==> src/rtl/fpm_norm_round.sv <==
// Result stage of the FP multiplier: normalizes the 48-bit mantissa product, rounds to
// nearest-even, classifies overflow/underflow/zero and packs an IEEE-754 single.
module fpm_norm_round #(
  parameter bit ROUND_EN = 1'b1,
  parameter int EXP_W    = 10
) (
  input  logic             clk,
  input  logic             rst_n,
  input  logic             in_valid,
  output logic             in_ready,
  input  logic             sign_in,
  input  logic [EXP_W-1:0] exp_in,
  input  logic [47:0]      mant_in,
  input  logic             zero_in,
  output logic             out_valid,
  input  logic             out_ready,
  output logic [31:0]      result,
  output logic             ovf,
  output logic             unf
);

  localparam int EA_W = EXP_W + 1;
  localparam int EB_W = EXP_W + 2;
  localparam logic signed [EB_W-1:0] EXP_MAX  = EB_W'(255);
  localparam logic signed [EB_W-1:0] EXP_ZERO = '0;

  logic                   vA_q, vB_q;
  logic                   signA_q, zeroA_q, gA_q, sA_q;
  logic [22:0]            mA_q;
  logic signed [EA_W-1:0] eA_q;
  logic [31:0]            result_q;
  logic                   ovf_q, unf_q;

  logic                   advA, advB;
  logic [22:0]            mA_d;
  logic                   gA_d, sA_d;
  logic signed [EA_W-1:0] eA_d;

  logic                   inc;
  logic [23:0]            sumB;
  logic signed [EB_W-1:0] eB;
  logic [31:0]            result_d;
  logic                   ovf_d, unf_d;

  assign advB      = !vB_q || out_ready;
  assign advA      = !vA_q || advB;
  assign in_ready  = advA;
  assign out_valid = vB_q;
  assign result    = result_q;
  assign ovf       = ovf_q;
  assign unf       = unf_q;

  // A product of two normalized mantissas lies in [1,4), so at most a one-bit shift is needed.
  always_comb begin
    mA_d = mant_in[45:23];
    gA_d = mant_in[22];
    sA_d = |mant_in[21:0];
    eA_d = {exp_in[EXP_W-1], exp_in};
    if (mant_in[47]) begin
      mA_d = mant_in[46:24];
      gA_d = mant_in[23];
      sA_d = |mant_in[22:0];
      eA_d = {exp_in[EXP_W-1], exp_in} + EA_W'(1);
    end
  end

  always_comb begin
    inc      = ROUND_EN && gA_q && (sA_q || mA_q[0]);
    sumB     = {1'b0, mA_q} + {23'd0, inc};
    eB       = {eA_q[EA_W-1], eA_q} + {{(EB_W-1){1'b0}}, sumB[23]};
    result_d = {signA_q, eB[7:0], sumB[22:0]};
    ovf_d    = 1'b0;
    unf_d    = 1'b0;
    // A rounding carry leaves the low 23 bits of the sum at zero, so no explicit clear is needed.
    if (zeroA_q) begin
      result_d = {signA_q, 31'd0};
    end else if (eB >= EXP_MAX) begin
      result_d = {signA_q, 8'hFF, 23'd0};
      ovf_d    = 1'b1;
    end else if (eB <= EXP_ZERO) begin
      result_d = {signA_q, 31'd0};
      unf_d    = 1'b1;
    end
  end

  always_ff @(posedge clk or negedge rst_n) begin
    if (!rst_n) begin
      vA_q     <= 1'b0;
      vB_q     <= 1'b0;
      signA_q  <= 1'b0;
      zeroA_q  <= 1'b0;
      gA_q     <= 1'b0;
      sA_q     <= 1'b0;
      mA_q     <= '0;
      eA_q     <= '0;
      result_q <= '0;
      ovf_q    <= 1'b0;
      unf_q    <= 1'b0;
    end else begin
      if (advA) begin
        vA_q <= in_valid;
        if (in_valid) begin
          signA_q <= sign_in;
          zeroA_q <= zero_in;
          gA_q    <= gA_d;
          sA_q    <= sA_d;
          mA_q    <= mA_d;
          eA_q    <= eA_d;
        end
      end
      if (advB) begin
        vB_q <= vA_q;
        if (vA_q) begin
          result_q <= result_d;
          ovf_q    <= ovf_d;
          unf_q    <= unf_d;
        end
      end
    end
  end

endmodule
==> config.mk <==
export PLATFORM = sky130hd
export DESIGN_NAME = fpm_norm_round
export DESIGN_NICKNAME = d
export VERILOG_FILES = /design/src/rtl/fpm_norm_round.sv
export SDC_FILE = /design/constraint.sdc
export NUM_CORES = 1
export LEC_CHECK = 0
export ABC_CLOCK_PERIOD_IN_PS = 3600
export CORE_MARGIN = 4
export CORE_UTILIZATION = 50
export DETAILED_ROUTE_END_ITERATION = 8
export PLACE_DENSITY = 0.82
export SYNTH_ARGS = -nofsm -noshare
export SYNTH_HDL_FRONTEND = slang
export SYNTH_SLANG_ARGS = --single-unit
==> constraint.sdc <==
create_clock -name clk -period 3.6 [get_ports clk]
set_clock_uncertainty 0.15 [all_clocks]
set_input_delay 0.54 -clock clk [delete_from_list [all_inputs] [get_ports clk]]
set_output_delay 0.54 -clock clk [all_outputs]
set_load 0.005 [all_outputs]
* Word-level counts from Yosys, hierarchy flattened
Cells that the tools add are included.
Storage, ports and cells: register bits after elaboration 74, word-level logic and storage cells 38, output and inout port bits 36, input port bits 64
Operators by class: reductions and logical operators 10, $add $sub $neg 3, muxes and demuxes 12, $lt $le $gt $ge 2
Operator list (number):
- $mux 31 | 3
- $add 23x1->24 | 1
- $mux 23 | 1
- $reduce_or 23->1 | 1
- $reduce_or 22->1 | 1
- $add 11x2->12 | 1
- $ge 12x9->1 const B | 1
- $le 12x1->1 const B | 1
- $add 10x2->11 const B | 1
- $mux 11 | 1
- $mux 1 | 7
- $reduce_and 2->1 | 2
- $logic_or 1x1->1 | 3
- $logic_not 1->1 | 2
- $logic_and 1x1->1 | 1

* Longest topological paths before layout
word-level depth 8, mapped depth 14, depth with buffers taken out 13

* Worst setup path after synthesis
OpenSTA, ideal clock, no wires.
path type reg2reg, start point register mA_q[0], end point register result_q[25] (netlist: result[25]), data required time 3.329 ns, buffers on the path 0, clock period less this slack 3.113 ns, setup time 0.121 ns, cell stages (with the launch flop) 14, slack 0.487 ns, arrival 2.842 ns, cell sequence dfrtp_1 -> o21a_1 -> ha_1 -> and4_1 -> nand2_1 -> nor4_1 -> ha_1 -> ha_1 -> nand3_2 -> nor3_2 -> mux2_2 -> o21ai_2 -> nand2b_1 -> a22o_1
Between the ends: word-level cells in the longest chain between the ends 8, elaborated cells between the ends (all ways) 9, classes of those cells add/sub: 2; order compare: 2; mux: 3; reduce/logical: 2
RTL lines:
- from (decl) | RTL line 29 | logic [22:0] mA_q;
- from (signal assigned) | RTL line 107 | mA_q <= mA_d;
- $logic_or 1x1->1 | RTL line 68 | inc = ROUND_EN && gA_q && (sA_q || mA_q[0]);
- $logic_and 1x1->1 | RTL line 68
- $add 23x1->24 * | RTL line 69 | sumB = {1'b0, mA_q} + {23'd0, inc};
- $add 11x2->12 * | RTL line 70 | eB = {eA_q[EA_W-1], eA_q} + {{(EB_W-1){1'b0}}, sumB[23]};
- $le 12x1->1 | RTL line 80 | end else if (eB <= EXP_ZERO) begin
- $mux 31 | RTL line 80
- $mux 31 * | RTL line 77 | end else if (eB >= EXP_MAX) begin
- $mux 31 * | RTL line 75 | if (zeroA_q) begin
- to (signal assigned) | RTL line 114 | result_q <= result_d;
- to (decl) | RTL line 31 | logic [31:0] result_q;
Mark *: on every way between the ends. The rest lies on a longest branch, timed or not. A chain may end at the register's enable or synchronous reset.

* Worst setup path after layout
start point register mA_q[0], end point register result_q[19] (netlist: result[19])
Between the ends: word-level cells in the longest chain between the ends 8, elaborated cells between the ends (all ways) 9, classes of those cells add/sub: 2; order compare: 2; mux: 3; reduce/logical: 2
RTL lines (RTL line):
- $logic_or 1x1->1 | 68
- $logic_and 1x1->1 | 68
- $add 23x1->24 * | 69
- $add 11x2->12 | 70
- $le 12x1->1 | 80
- $mux 31 | 80
- $mux 31 * | 77
- $mux 31 * | 75
Marks and branches as above.

==> metrics.md <==
| Metric | Value |
|---|---|
| Run status | `complete, no violations` |
| Min cycle time layout | `~3300 ps` |
| Initial Utilization | `between 50% and 60%` |
| # setup viols final | `0` |
| Top cells by area, synth | `dfrtp_1 (45%), nand2_1 (7.6%), mux2i_1 (6.3%), xor2_1 (5.3%), o21ai_0 (5.0%)` |
| Area Overhead vs Synth | `31.2%` |
| Final Max Tran Viols | `0` |
| Filler cell count | `about 650` |
| Die X | `about 100 um` |
| Max transition margin | `39.5%` |
| Via Count | `between 3,000 and 4,000` |
| Setup tns final | `0 ps` |
| Post-synthesis cell type count | `slightly below 60` |
| Latest clock arrival within the worst-skew pair | `between 300 and 400 ps` |
| DRT Pass-1 Iters | `4` |
| TritonCTS clock tree | `yes` |
| Worst slew pin tran | `about 910 ps` |
| Power density over the cells | `~420 mW/mm2` |
| Hold Crit Class | `in -> async` |
| Multi-input gate area | `approximately 0.0021 mm2` |
| Yosys top cell area share | `a little under half` |
| TritonCTS buffer count | `9` |
| CTS Sinks | `74` |
| Yosys warning total | `0` |
| Req. time, crit path | `roughly 3700 ps` |
| Num rows | `32` |
| I/O Pins | `100` |
| Nets | `580` |
| Met2 Track Usage GR | `between 30 and 40%` |
| Placed inst area | `around 0.0051 mm2` |
| Starting DRT DRC Count | `158` |
| Register area share after synthesis | `a little under half` |
| Met1 usage | `between 20% and 30%` |
| FF+latch area | `0.00185 mm2` |
| CTS clock-pin slew for the worst setup and hold paths | `around 70 ps` |
| Port bufs | `99` |
| #FFs+latches synth | `74` |
| Number of synthesized flops with an enable pin | `0` |
| Worst reg-to-reg setup slack | `290 ps` |
| CP Capture Type | `flip-flop` |
| Main flop type after synthesis | `dfrtp_1` |
| Pin count of the biggest net entering global routing | `75` |
| GR peak layer | `met2` |
| Max clock buf depth | `2` |
| Static leakage | `between 0.002 and 0.0025 uW` |
| Die ar. | `slightly below 0.01 mm2` |
| Design Power | `between 2000 and 2500 uW` |
| Critical path peak fanout | `8` |
| Global route total overflow | `0` |
| Setup Crit Path Kind | `reg -> reg` |
| Synthesized area | `slightly above 0.004 mm2` |
| Hold Fails Final Rpt | `0` |
| Layout cells sized above 1 | `12.6%` |
| Final cell count without fillers | `618` |
| Async set or reset register ratio after synthesis | `between 90% and 100%` |
| Syn Inst Count | `around 420` |
| Fmax | `roughly 300 MHz` |
| Startpoint Class | `flip-flop` |
| H-tree Lvls | `3` |
| Number of max-cap violations | `0` |
| Die height | `between 90 and 100 um` |
| Critical Path AT | `3450 ps` |
| Yosys top cell by area | `dfrtp_1` |
| Dpl hpwl | `about 7.1 mm` |
| Avg Cell Area, Syn | `9.83 um2` |
| All-Layer GR Usage | `19.7%` |
| Global-route wire length before repair | `between 15 and 20 mm` |
| # placed instances | `~600` |
| Vias in the first global route | `around 3,400` |
| Max VDD drop | `0.182 mV` |
| Met3 usage | `3.54%` |
| CTS Hold Bufs | `0` |
| Post-route ant nets | `0` |
| Final period util | `approximately nine tenths` |
| Drt wl/cell | `approximately 16 um` |
| # diodes | `0` |
| Antenna violations before repair | `0` |
| Finished layout cell area | `roughly 0.0054 mm2` |
| Via-per-instance ratio | `about 5.5` |
| Total Wirelength | `9.83 mm` |
| GP Congestion | `roughly 0.85` |
| Root buffer cell | `clkbuf_8` |
| Core ar. | `0.00785 mm2` |
| RSZ-0062 raised after global routing | `false` |
| DR DRC count | `0` |
| Syn Nets | `around 490` |
## synth_stat cells (2+ instances only)
cell / n
a21o_1: 5
a21oi_1: 6
a22oi_1: 2
a32o_1: 2
and2_1: 2
and3_1: 4
and4_1: 4
buf_1: 3
buf_2: 2
buf_6: 5
clkbuf_1: 8
clkbuf_2: 3
dfrtp_1: 74
ha_1: 5
inv_1: 4
mux2_2: 4
mux2i_1: 26
nand2_1: 83
nand2b_1: 4
nand3_1: 10
nand3_2: 2
nand4_1: 10
nor2_1: 12
nor3_1: 3
nor4_1: 7
o21ai_0: 41
o21ai_2: 21
or3_1: 2
xnor2_1: 11
xor2_1: 25
## layout make-up
class	instances	share of cell area [%]
Inverter	4	0.278
Clock buffer	10	2.55
Sequential cell	74	34.3
Clock inverter	6	1.67
Multi-Input combinational cell	318	39.6
Timing Repair Buffer	104	19.2
Tap cell	102	2.37
## final timing paths
kind                                         from                     end  depth (start not counted)
min in group clk           result[29]$_DFFE_PN0P_  result[29]$_DFFE_PN0P_                          1
max in group asynchronous                   rst_n     mA_q[3]$_DFFE_PN0P_                          1
hold / removal                              rst_n     eA_q[4]$_DFFE_PN0P_                          1
setup reg to reg              mA_q[0]$_DFFE_PN0P_  result[19]$_DFFE_PN0P_                         14
hold reg to reg            result[29]$_DFFE_PN0P_  result[29]$_DFFE_PN0P_                          1
setup / recovery              mA_q[0]$_DFFE_PN0P_  result[19]$_DFFE_PN0P_                         14
## cell usage in the layout (no fill, tap or decap), drive strengths merged, types with 10 or more instances in the layout
cell,synthesis,layout
clkdlybuf4s50,0,97
nand2,83,83
dfrtp,74,74
o21ai,62,62
mux2i,26,26
xor2,25,25
nor2,12,12
nand4,12,12
nand3,12,12
xnor2,11,11
clkbuf,11,10
## logic make-up after synthesis
logic type,count (synthesis),synth area share (%)
simple gates,155,19.3
compound gates,91,15.2
flops,74,45.1
xor+xnor,36,7.67
mux,30,7.43
buf+inv,27,3.80
fa+ha+maj,5,1.52
## power by group
group	leakage [uW]	switching [uW]	internal (uW)
Clock	0.000101	314	408
Combinational	0.00127	230	277
Sequential	0.000944	120	940
## worst max-delay path, stage by stage (launching register included)
cell	delay, ps
dfrtp_1	380
o21a_1	130
ha_1	180
and4_1	240
nand2_1	90
nor4_1	290
ha_1	230
ha_2	230
xor2_1	290
nor3_1	90
and3_1	240
a21boi_4	260
nand3b_4	150
buf_12	170
o21ai_2	130
## repair_timing
item / CTS / global route
setup endpoints to repair: 0 / 28
resized for setup: 0 / 4
setup buffers: 0 / 2
hold endpoints to repair: 0 / 0
## per-layer routing
layer / up-vias / wire, um
li1: 1662 / -
met1: 1598 / 4250
met2: 118 / 4790
met3: 18 / 593
met4: 0 / 191
met5: - / 0
## flip-flops by register name, indices dropped and copies added, names as in the netlist
register and flops:
signA_q 1, unf 1, out_valid 1, gA_q 1, mA_q 23, sA_q 1
zeroA_q 1, eA_q 11, ovf 1, vA_q 1, result 32
## stage by stage
stage,hold WS (ps),setup slack (ps),utilization (%)
after detailed placement,316,121,65.1
after global placement,311,215,65.1
after floorplan,94.4,487,-
after global routing,253,24.4,68.7
final,167,289,68.7
after CTS,202,104,68.0
(Power assumes the default switching activity.)
